File: src/rtl/quad_encoder_pkg.sv
// Shared constants and helpers for the two-axis quadrature pulse generator.
// Holds the phase encoding, delta width and saturating arithmetic.
package quad_encoder_pkg;

  localparam int DELTA_W = 9;

  // Phase (A,B) values, listed in the order of a positive walk.
  localparam logic [1:0] PH0 = 2'b00;
  localparam logic [1:0] PH1 = 2'b10;
  localparam logic [1:0] PH2 = 2'b11;
  localparam logic [1:0] PH3 = 2'b01;

  // Sum of a and b, clamped symmetrically to +/-(2^(acc_w-1)-1).
  function automatic logic signed [31:0] sat_add(input logic signed [31:0] a,
                                                 input logic signed [31:0] b,
                                                 input int                 acc_w);
    logic signed [31:0] lim;
    logic signed [31:0] sum;
    lim = (32'sd1 <<< (acc_w - 1)) - 32'sd1;
    sum = a + b;
    if (sum > lim)       return lim;
    else if (sum < -lim) return -lim;
    return sum;
  endfunction

  // Negation that maps the most negative delta onto the most positive one.
  function automatic logic signed [DELTA_W-1:0] sat_neg(input logic signed [DELTA_W-1:0] d);
    if (d == {1'b1, {(DELTA_W-1){1'b0}}}) return {1'b0, {(DELTA_W-1){1'b1}}};
    return -d;
  endfunction

  // One quadrature step forward (fwd=1) or backward (fwd=0).
  function automatic logic [1:0] phase_step(input logic [1:0] ph, input logic fwd);
    logic [1:0] nxt;
    nxt = ph;
    case (ph)
      PH0: nxt = fwd ? PH1 : PH3;
      PH1: nxt = fwd ? PH2 : PH0;
      PH2: nxt = fwd ? PH3 : PH1;
      PH3: nxt = fwd ? PH0 : PH2;
      default: nxt = PH0;
    endcase
    return nxt;
  endfunction

endpackage

File: src/rtl/quad_axis.sv
// One quadrature axis: signed pending accumulator, step-rate divider and a
// phase register that drives A/B directly.
module quad_axis
  import quad_encoder_pkg::*;
#(
  parameter int STEP_DIV = 64,
  parameter int ACC_W    = 10
) (
  input  logic                      clk,
  input  logic                      reset_n,
  input  logic                      ce,
  input  logic                      strobe,
  input  logic signed [DELTA_W-1:0] delta,
  output logic                      a,
  output logic                      b,
  output logic                      busy
);

  localparam int             DIV_W    = $clog2(STEP_DIV);
  localparam logic [DIV_W-1:0] DIV_LAST = DIV_W'(STEP_DIV - 1);

  logic signed [ACC_W-1:0] pending, pending_next;
  logic [DIV_W-1:0]        div, div_next;
  logic [1:0]              phase, phase_next;
  logic                    take_step;
  logic signed [31:0]      step, pend_ext, delta_ext;

  // NOTE: every always_comb output gets a default first so no path can infer a latch.
  always_comb begin
    take_step    = 1'b0;
    step         = '0;
    pend_ext     = 32'(pending);
    delta_ext    = 32'(delta);
    pending_next = pending;
    div_next     = div;
    phase_next   = phase;

    take_step = ce && (pending != '0) && (div == DIV_LAST);
    if (take_step) step = pending[ACC_W-1] ? -32'sd1 : 32'sd1;

    // A coincident strobe and step resolve in a single saturating update.
    if (strobe) pending_next = ACC_W'(sat_add(pend_ext - step, delta_ext, ACC_W));
    else        pending_next = ACC_W'(pend_ext - step);

    if (pending == '0)           div_next = '0;
    else if (ce)                 div_next = (div == DIV_LAST) ? '0 : div + 1'b1;

    if (take_step) phase_next = phase_step(phase, !pending[ACC_W-1]);
  end

  // NOTE: state registers use non-blocking assignments so every flop samples pre-edge values.
  always_ff @(posedge clk or negedge reset_n) begin
    if (!reset_n) begin
      pending <= '0;
      div     <= '0;
      phase   <= PH0;
      busy    <= 1'b0;
    end else begin
      pending <= pending_next;
      div     <= div_next;
      phase   <= phase_next;
      busy    <= (pending_next != '0);
    end
  end

  assign a = phase[1];
  assign b = phase[0];

endmodule

File: src/rtl/quad_encoder.sv
// Two-axis quadrature pulse generator turning signed per-frame deltas into A/B
// waveforms. Define QUAD_ENC_INVERT_Y_EN to negate dy (saturating) before use.
module quad_encoder
  import quad_encoder_pkg::*;
#(
  parameter int STEP_DIV = 64,
  parameter int ACC_W    = 10
) (
  input  logic                      clk,
  input  logic                      reset_n,
  input  logic                      ce,
  input  logic                      strobe,
  input  logic signed [DELTA_W-1:0] dx,
  input  logic signed [DELTA_W-1:0] dy,
  output logic                      XA,
  output logic                      XB,
  output logic                      YA,
  output logic                      YB,
  output logic                      busy
);

  logic signed [DELTA_W-1:0] dy_eff;
  logic                      busy_x, busy_y;

`ifdef QUAD_ENC_INVERT_Y_EN
  // Screen-down-positive sources count the opposite way on Y.
  assign dy_eff = sat_neg(dy);
`else
  assign dy_eff = dy;
`endif

  quad_axis #(.STEP_DIV(STEP_DIV), .ACC_W(ACC_W)) u_axis_x (
    .clk     (clk),
    .reset_n (reset_n),
    .ce      (ce),
    .strobe  (strobe),
    .delta   (dx),
    .a       (XA),
    .b       (XB),
    .busy    (busy_x)
  );

  quad_axis #(.STEP_DIV(STEP_DIV), .ACC_W(ACC_W)) u_axis_y (
    .clk     (clk),
    .reset_n (reset_n),
    .ce      (ce),
    .strobe  (strobe),
    .delta   (dy_eff),
    .a       (YA),
    .b       (YB),
    .busy    (busy_y)
  );

  assign busy = busy_x | busy_y;

endmodule

File: config.mk
export PLATFORM = sky130hd
export DESIGN_NAME = quad_encoder
export DESIGN_NICKNAME = d
export VERILOG_FILES = /design/src/rtl/quad_encoder_pkg.sv /design/src/rtl/quad_axis.sv /design/src/rtl/quad_encoder.sv
export SDC_FILE = /design/constraint.sdc
export NUM_CORES = 1
export LEC_CHECK = 0
export CAP_MARGIN = 20
export CORE_AREA = 2 2 151 153
export DETAILED_ROUTE_END_ITERATION = 7
export DIE_AREA = 0 0 153 155
export PLACE_DENSITY = 0.6
export SLEW_MARGIN = 20
export SYNTH_ARGS = -nofsm -noshare
export SYNTH_HDL_FRONTEND = slang
export SYNTH_SLANG_ARGS = --single-unit
File: constraint.sdc
create_clock -name clk -period 11.75 [get_ports clk]
set_input_delay 3.525 -clock clk [delete_from_list [all_inputs] [get_ports clk]]
set_output_delay 3.525 -clock clk [all_outputs]
set_load 0.1 [all_outputs]
**Yosys cells after proc, flatten, opt, wreduce, memory -nomap -nowiden**

Index checks and enable logic that the tools add are counted.

- Bits in registers: 38
- Bits of input ports: 22
- Logic and storage cells: 75

- Add/subtract/negate cells: 6
- $lt $le $gt $ge: 4
- Eq/ne operators: 8
- Multiplexer cells: 34
- Bitwise operators: 1
- Reductions and logical operators: 14

Operators with widths:

| operator | count |
|---|---|
| $mux W32 | 4 |
| $mux W10 | 8 |
| $add A32 B9 Y32 | 2 |
| $gt A32 B10 Y1 const B | 2 |
| $lt A32 B10 Y1 const B | 2 |
| $sub A10 B32 Y32 | 2 |
| $reduce_bool A10 Y1 | 4 |
| $mux W6 | 6 |
| $logic_not A10 Y1 | 2 |
| $mux W2 | 8 |
| $pmux W2 S4 | 2 |
| $add A6 B1 Y6 const B | 2 |
| $eq A6 B6 Y1 const B | 2 |
| $eq A2 B2 Y1 const B | 4 |
| $mux W1 | 6 |
| $eq A2 B1 Y1 const B | 2 |
| $logic_and A1 B1 Y1 | 4 |
| $logic_not A2 Y1 | 2 |
| $reduce_bool A2 Y1 | 2 |
| $or A1 B1 Y1 | 1 |

**Logic depth before layout (Yosys ltp)**

- Word-level depth: 13
- Depth in mapped cells: 32

**Modules after synthesis**

A second synthesis with hierarchy kept.

- Cells, all modules: 965
- Area, all modules: 7,216.9 sq um

By module, submodules not included:

| module | instances | cells an instance | area an instance (sq um) | seq. area each (sq um) |
|---|---|---|---|---|
| quad_axis (u_axis_y) | 1 | 488 | 3,692.3 | 475.5 |
| quad_axis (u_axis_x) | 1 | 476 | 3,518.4 | 475.5 |
| quad_encoder | 1 | 1 | 6.3 | 0.0 |

**Least setup slack after synthesis**

No wires, ideal clock.

- Path kind: in2reg
- Start: input port ce
- End: register u_axis_x.busy
- Arrival: 8.867 ns
- Slack: 2.744 ns
- Stages on the path: 27
- Cells stage by stage: clkbuf_1 nand2_1 nor2_1 nand2_1 ha_1 nor2b_1 o21ai_0 a21boi_0 o21ai_0 a21oi_1 a21o_1 a21o_1 nand2b_1 ha_1 ha_1 buf_2 a21oi_1 o21ai_1 a41o_1 nor2b_1 or4_1 a222oi_1 nand4_1 or4_4 nand2_4 o22ai_2 nand4b_1

- Cells in the longest elaborated chain, start to end: 12
- Elaborated cells between the ends (all ways): 14
- Classes of those cells: add/sub: 2; order compare: 2; mux: 7; reduce/logical: 3

RTL lines:

| item | line | source |
|---|---|---|
| start, declared | quad_encoder.sv:11 | `input logic ce,` |
| $logic_and A1 B1 Y1 * (2 in a row) | quad_axis.sv:38 | `take_step = ce && (pending != '0) && (div == DIV_LAST);` |
| via u_axis_x.take_step | quad_axis.sv:25 | `logic take_step;` |
| $mux W32 * | quad_axis.sv:39 | `if (take_step) step = pending[ACC_W-1] ? -32'sd1 : 32'sd1;` |
| $sub A10 B32 Y32 * | quad_axis.sv:42 | `if (strobe) pending_next = ACC_W'(sat_add(pend_ext - step, delta_ext, ACC_W));` |
| $add A32 B9 Y32 | quad_encoder_pkg.sv:20 | `sum = a + b;` |
| $lt A32 B10 Y1 | quad_encoder_pkg.sv:22 | `else if (sum < -lim) return -lim;` |
| $mux W1 | quad_encoder_pkg.sv:22 |  |
| $mux W1 | quad_encoder_pkg.sv:21 | `if (sum > lim) return lim;` |
| $mux W1 | quad_axis.sv:42 |  |
| $mux W10 | quad_encoder_pkg.sv:23 | `return sum;` |
| $mux W10 * | quad_axis.sv:42 |  |
| via u_axis_x.pending_next[3] | quad_axis.sv:22 | `logic signed [ACC_W-1:0] pending, pending_next;` |
| $reduce_bool A10 Y1 * | quad_axis.sv:62 | `busy <= (pending_next != '0);` |
| end signal, assigned | quad_axis.sv:62 |  |
| end, declared | quad_axis.sv:16 | `output logic busy` |

Mark *: on every way through the listed nets, which the timed path passes. The rest lies on a longest branch. The select of a mux whose other input is x is not followed.
A chain may end at the register's enable or synchronous reset.

**Worst setup path in the final report**

- Start: input port ce
- End: register u_axis_x.busy

- Cells in the longest elaborated chain, start to end: 12
- Elaborated cells between the ends (all ways): 14
- Classes of those cells: add/sub: 2; order compare: 2; mux: 7; reduce/logical: 3

RTL lines:

| item | line |
|---|---|
| $logic_and A1 B1 Y1 * (2 in a row) | quad_axis.sv:38 |
| via u_axis_x.take_step | quad_axis.sv:25 |
| $mux W32 * | quad_axis.sv:39 |
| $sub A10 B32 Y32 * | quad_axis.sv:42 |
| $add A32 B9 Y32 | quad_encoder_pkg.sv:20 |
| $lt A32 B10 Y1 | quad_encoder_pkg.sv:22 |
| $mux W1 | quad_encoder_pkg.sv:22 |
| $mux W1 | quad_encoder_pkg.sv:21 |
| $mux W1 | quad_axis.sv:42 |
| $mux W10 | quad_encoder_pkg.sv:23 |
| $mux W10 * | quad_axis.sv:42 |
| $reduce_bool A10 Y1 * | quad_axis.sv:62 |

Marks and branches as above.

==> summary.txt <==
Outcome
  • Outcome: finished clean

Placement
  • Placed cells: 1307
  • Buffers on Ports: 26
  • Global placement routability congestion: 0.8758
  • HPWL Detailed: 17.40 mm

Worst setup path
  • Most used cell, CP: nand2_1
  • Critical Path RT: 11.89 ns
  • Worst path slowest cell: ha_1
  • Nature of the critical path endpoint: flip-flop
  • Critical path peak fanout: 18
  • Peak per-stage delay on the critical path: 0.64 ns
  • CP top delay family: compound AO/OA/AOI/OAI gates
  • Worst EP arrival: 10.38 ns
  • WS Path Type: in -> reg
  • Worst setup SP type: primary input
  • Crit path buffers/inverters: 2

Detailed routing
  • 1st-pass router iterations: 8
  • Initial drt markers: 428
  • Total vias in the final route: 7683
  • Via/cell ratio: 5.843
  • Final WL: 21.56 mm
  • Final ANT Viol Nets: 0
  • WL/cell: 16.40 um
  • Drt drc: 0

Timing
  • Final setup violation count: 0
  • Slew HR: 35.06%
  • RSZ-0062 raised after global routing: no
  • Final hold viol count: 0
  • Minimum clock period: 10.25 ns
  • Smallest hold slack: 0.5235 ns
  • Fmax: 97.60 MHz
  • Setup TNS: 0 ns
  • Fin Clk Skew: 0.004510 ns
  • Slew at the pin closest to its max-slew limit: 0.9711 ns
  • Fin crit share: 87.20%
  • Final slew viol count: 0

Finish
  • Fin cells: 1315
  • Register area: 950.9 um^2
  • Commonest non-fill, non-tap cell in the layout: nand2_1
  • Layout cells sized above 1: 6.505%
  • Area Growth Syn to Fin: 7.908%
  • Nets: 1154
  • Fill count: 2337
  • # diodes: 0
  • Multi-input logic area: 6324 um^2
  • Most frequent cells in the layout: nand2_1, a21oi_1, ha_1

Synthesis
  • Syn. warnings: 0
  • Synthesized flop and latch total: 38
  • Cells after synthesis: 1033
  • Syn_area_per_cell: 7.398 um^2
  • Seq/Total Area, Yosys: 12.44%
  • Syn_nets: 1158
  • Post-synthesis async set-or-reset flop share: 100.0%
  • Synth cell types: 87
  • Top_reg_cell synth: dfrtp_1
  • Cell Area, Synth: 7642 um^2
  • EDFF count, synth: 0

Clock tree
  • Root Driver: clkbuf_16
  • CTS Buf Count: 5
  • H-tree Lvls: 2
  • Later-pin clock latency in the skew report: 0.28 ns
  • Setup Fix Bufs, Post-CTS: 0
  • Clock Sinks: 38
  • Post-CTS Resized: 0
  • Clk slew on worst S/H paths: 0.06 ns
  • Number of hold buffers added after cts: 0
  • CTS Buffer Depth: 2
  • CTS tree: built

Worst hold path
  • Worst Hold Class: reg -> reg

Floorplanning
  • Die H: 155 um
  • Initial core utilization: 34.38%
  • DIE AREA: 23720 um^2
  • Core Rows: 55
  • Boundary Pins: 27
  • Die X-Extent: 153 um
  • Core area: 22230 um^2

Global routing
  • Largest net degree at the start of global routing: 39
  • Total gr overflow: 0
  • Vias in the first global route: 7304
  • Initial antenna violation count: 0
  • GRT Util Overall: 17.81%
  • First-pass GRT wire length: 36.07 mm

Job
  • Max-capacitance violation count: 0
-- layout make-up --
type	count	area share [%]
Multi-Input combinational cell	906	76.68
Timing Repair Buffer	32	3.641
Clock buffer	6	1.563
Tap cell	285	4.324
Clock inverter	2	0.1669
Inverter	46	2.094
Sequential cell	38	11.53
-- sequential cells by signal (all words and copies together), names as in the netlist --
| signal | flops |
|---|---|
| u_axis_x.busy | 1 |
| u_axis_y.div | 6 |
| u_axis_y.pending | 10 |
| u_axis_x.pending | 10 |
| u_axis_x.phase | 2 |
| u_axis_x.div | 6 |
| u_axis_y.phase | 2 |
| u_axis_y.busy | 1 |
-- worst paths after layout --
check,start,to,slack (ns),cells past startpoint
max reg2reg,u_axis_x.pending[1]$_DFF_PN0_,u_axis_x.busy$_DFF_PN0_,4.22,28
max,ce,u_axis_x.busy$_DFF_PN0_,1.50,28
min in group asynchronous,reset_n,u_axis_y.pending[7]$_DFF_PN0_,3.37,1
max in group asynchronous,reset_n,u_axis_x.phase[0]$_DFFE_PN0P_,7.83,1
min,u_axis_y.div[3]$_DFFE_PN0P_,u_axis_y.div[3]$_DFFE_PN0P_,0.52,1
min reg2reg,u_axis_y.div[3]$_DFFE_PN0P_,u_axis_y.div[3]$_DFFE_PN0P_,0.52,1
-- per-stage QoR --
stage	setup WS, ns	util [%]	area [um^2]
floorplan	2.744	-	7642
global placement	1.252	36.46	8104
detailed placement	1.211	36.46	8104
CTS	1.487	37.10	8247
global route	0.8649	37.10	8247
finish	1.504	37.10	8247
-- layer usage --
| metal | track usage (%) | wire (um) |
|---|---|---|
| met1 | 24.77 | 10520 |
| met2 | 31.01 | 10010 |
| met3 | 1.337 | 825 |
| met4 | 2.425 | 197 |
| met5 | 0 | 0 |
-- cells in the mapped netlist (22+ instances only) --
master | n | share of area [%]
a21oi_1 | 99 | 6.5
nor3_1 | 22 | 1.4
ha_1 | 99 | 16
dfrtp_1 | 38 | 12
nand2_1 | 113 | 5.6
a21o_1 | 29 | 2.8
nand3_1 | 30 | 2.0
o21ai_0 | 60 | 3.9
xor2_1 | 26 | 3.0
inv_1 | 46 | 2.3
nand4_1 | 24 | 2.0
clkbuf_1 | 24 | 1.2
xnor2_1 | 28 | 3.2
nor2_1 | 81 | 4.0
-- logic make-up (layout without fill, tap and decap cells) --
| logic type | Yosys count | count (layout) | share of synthesized area (%) |
|---|---|---|---|
| compound gates | 340 | 340 | 30.89 |
| buf+inv | 89 | 86 | 4.813 |
| mux | 17 | 17 | 2.292 |
| flops | 38 | 38 | 12.44 |
| simple gates | 392 | 392 | 26.11 |
| fa+ha+maj | 103 | 103 | 17.26 |
| xor+xnor | 54 | 54 | 6.189 |
Power is not shown: default switching activity piles up to over one toggle a cycle in this logic, so the estimate is an artifact.
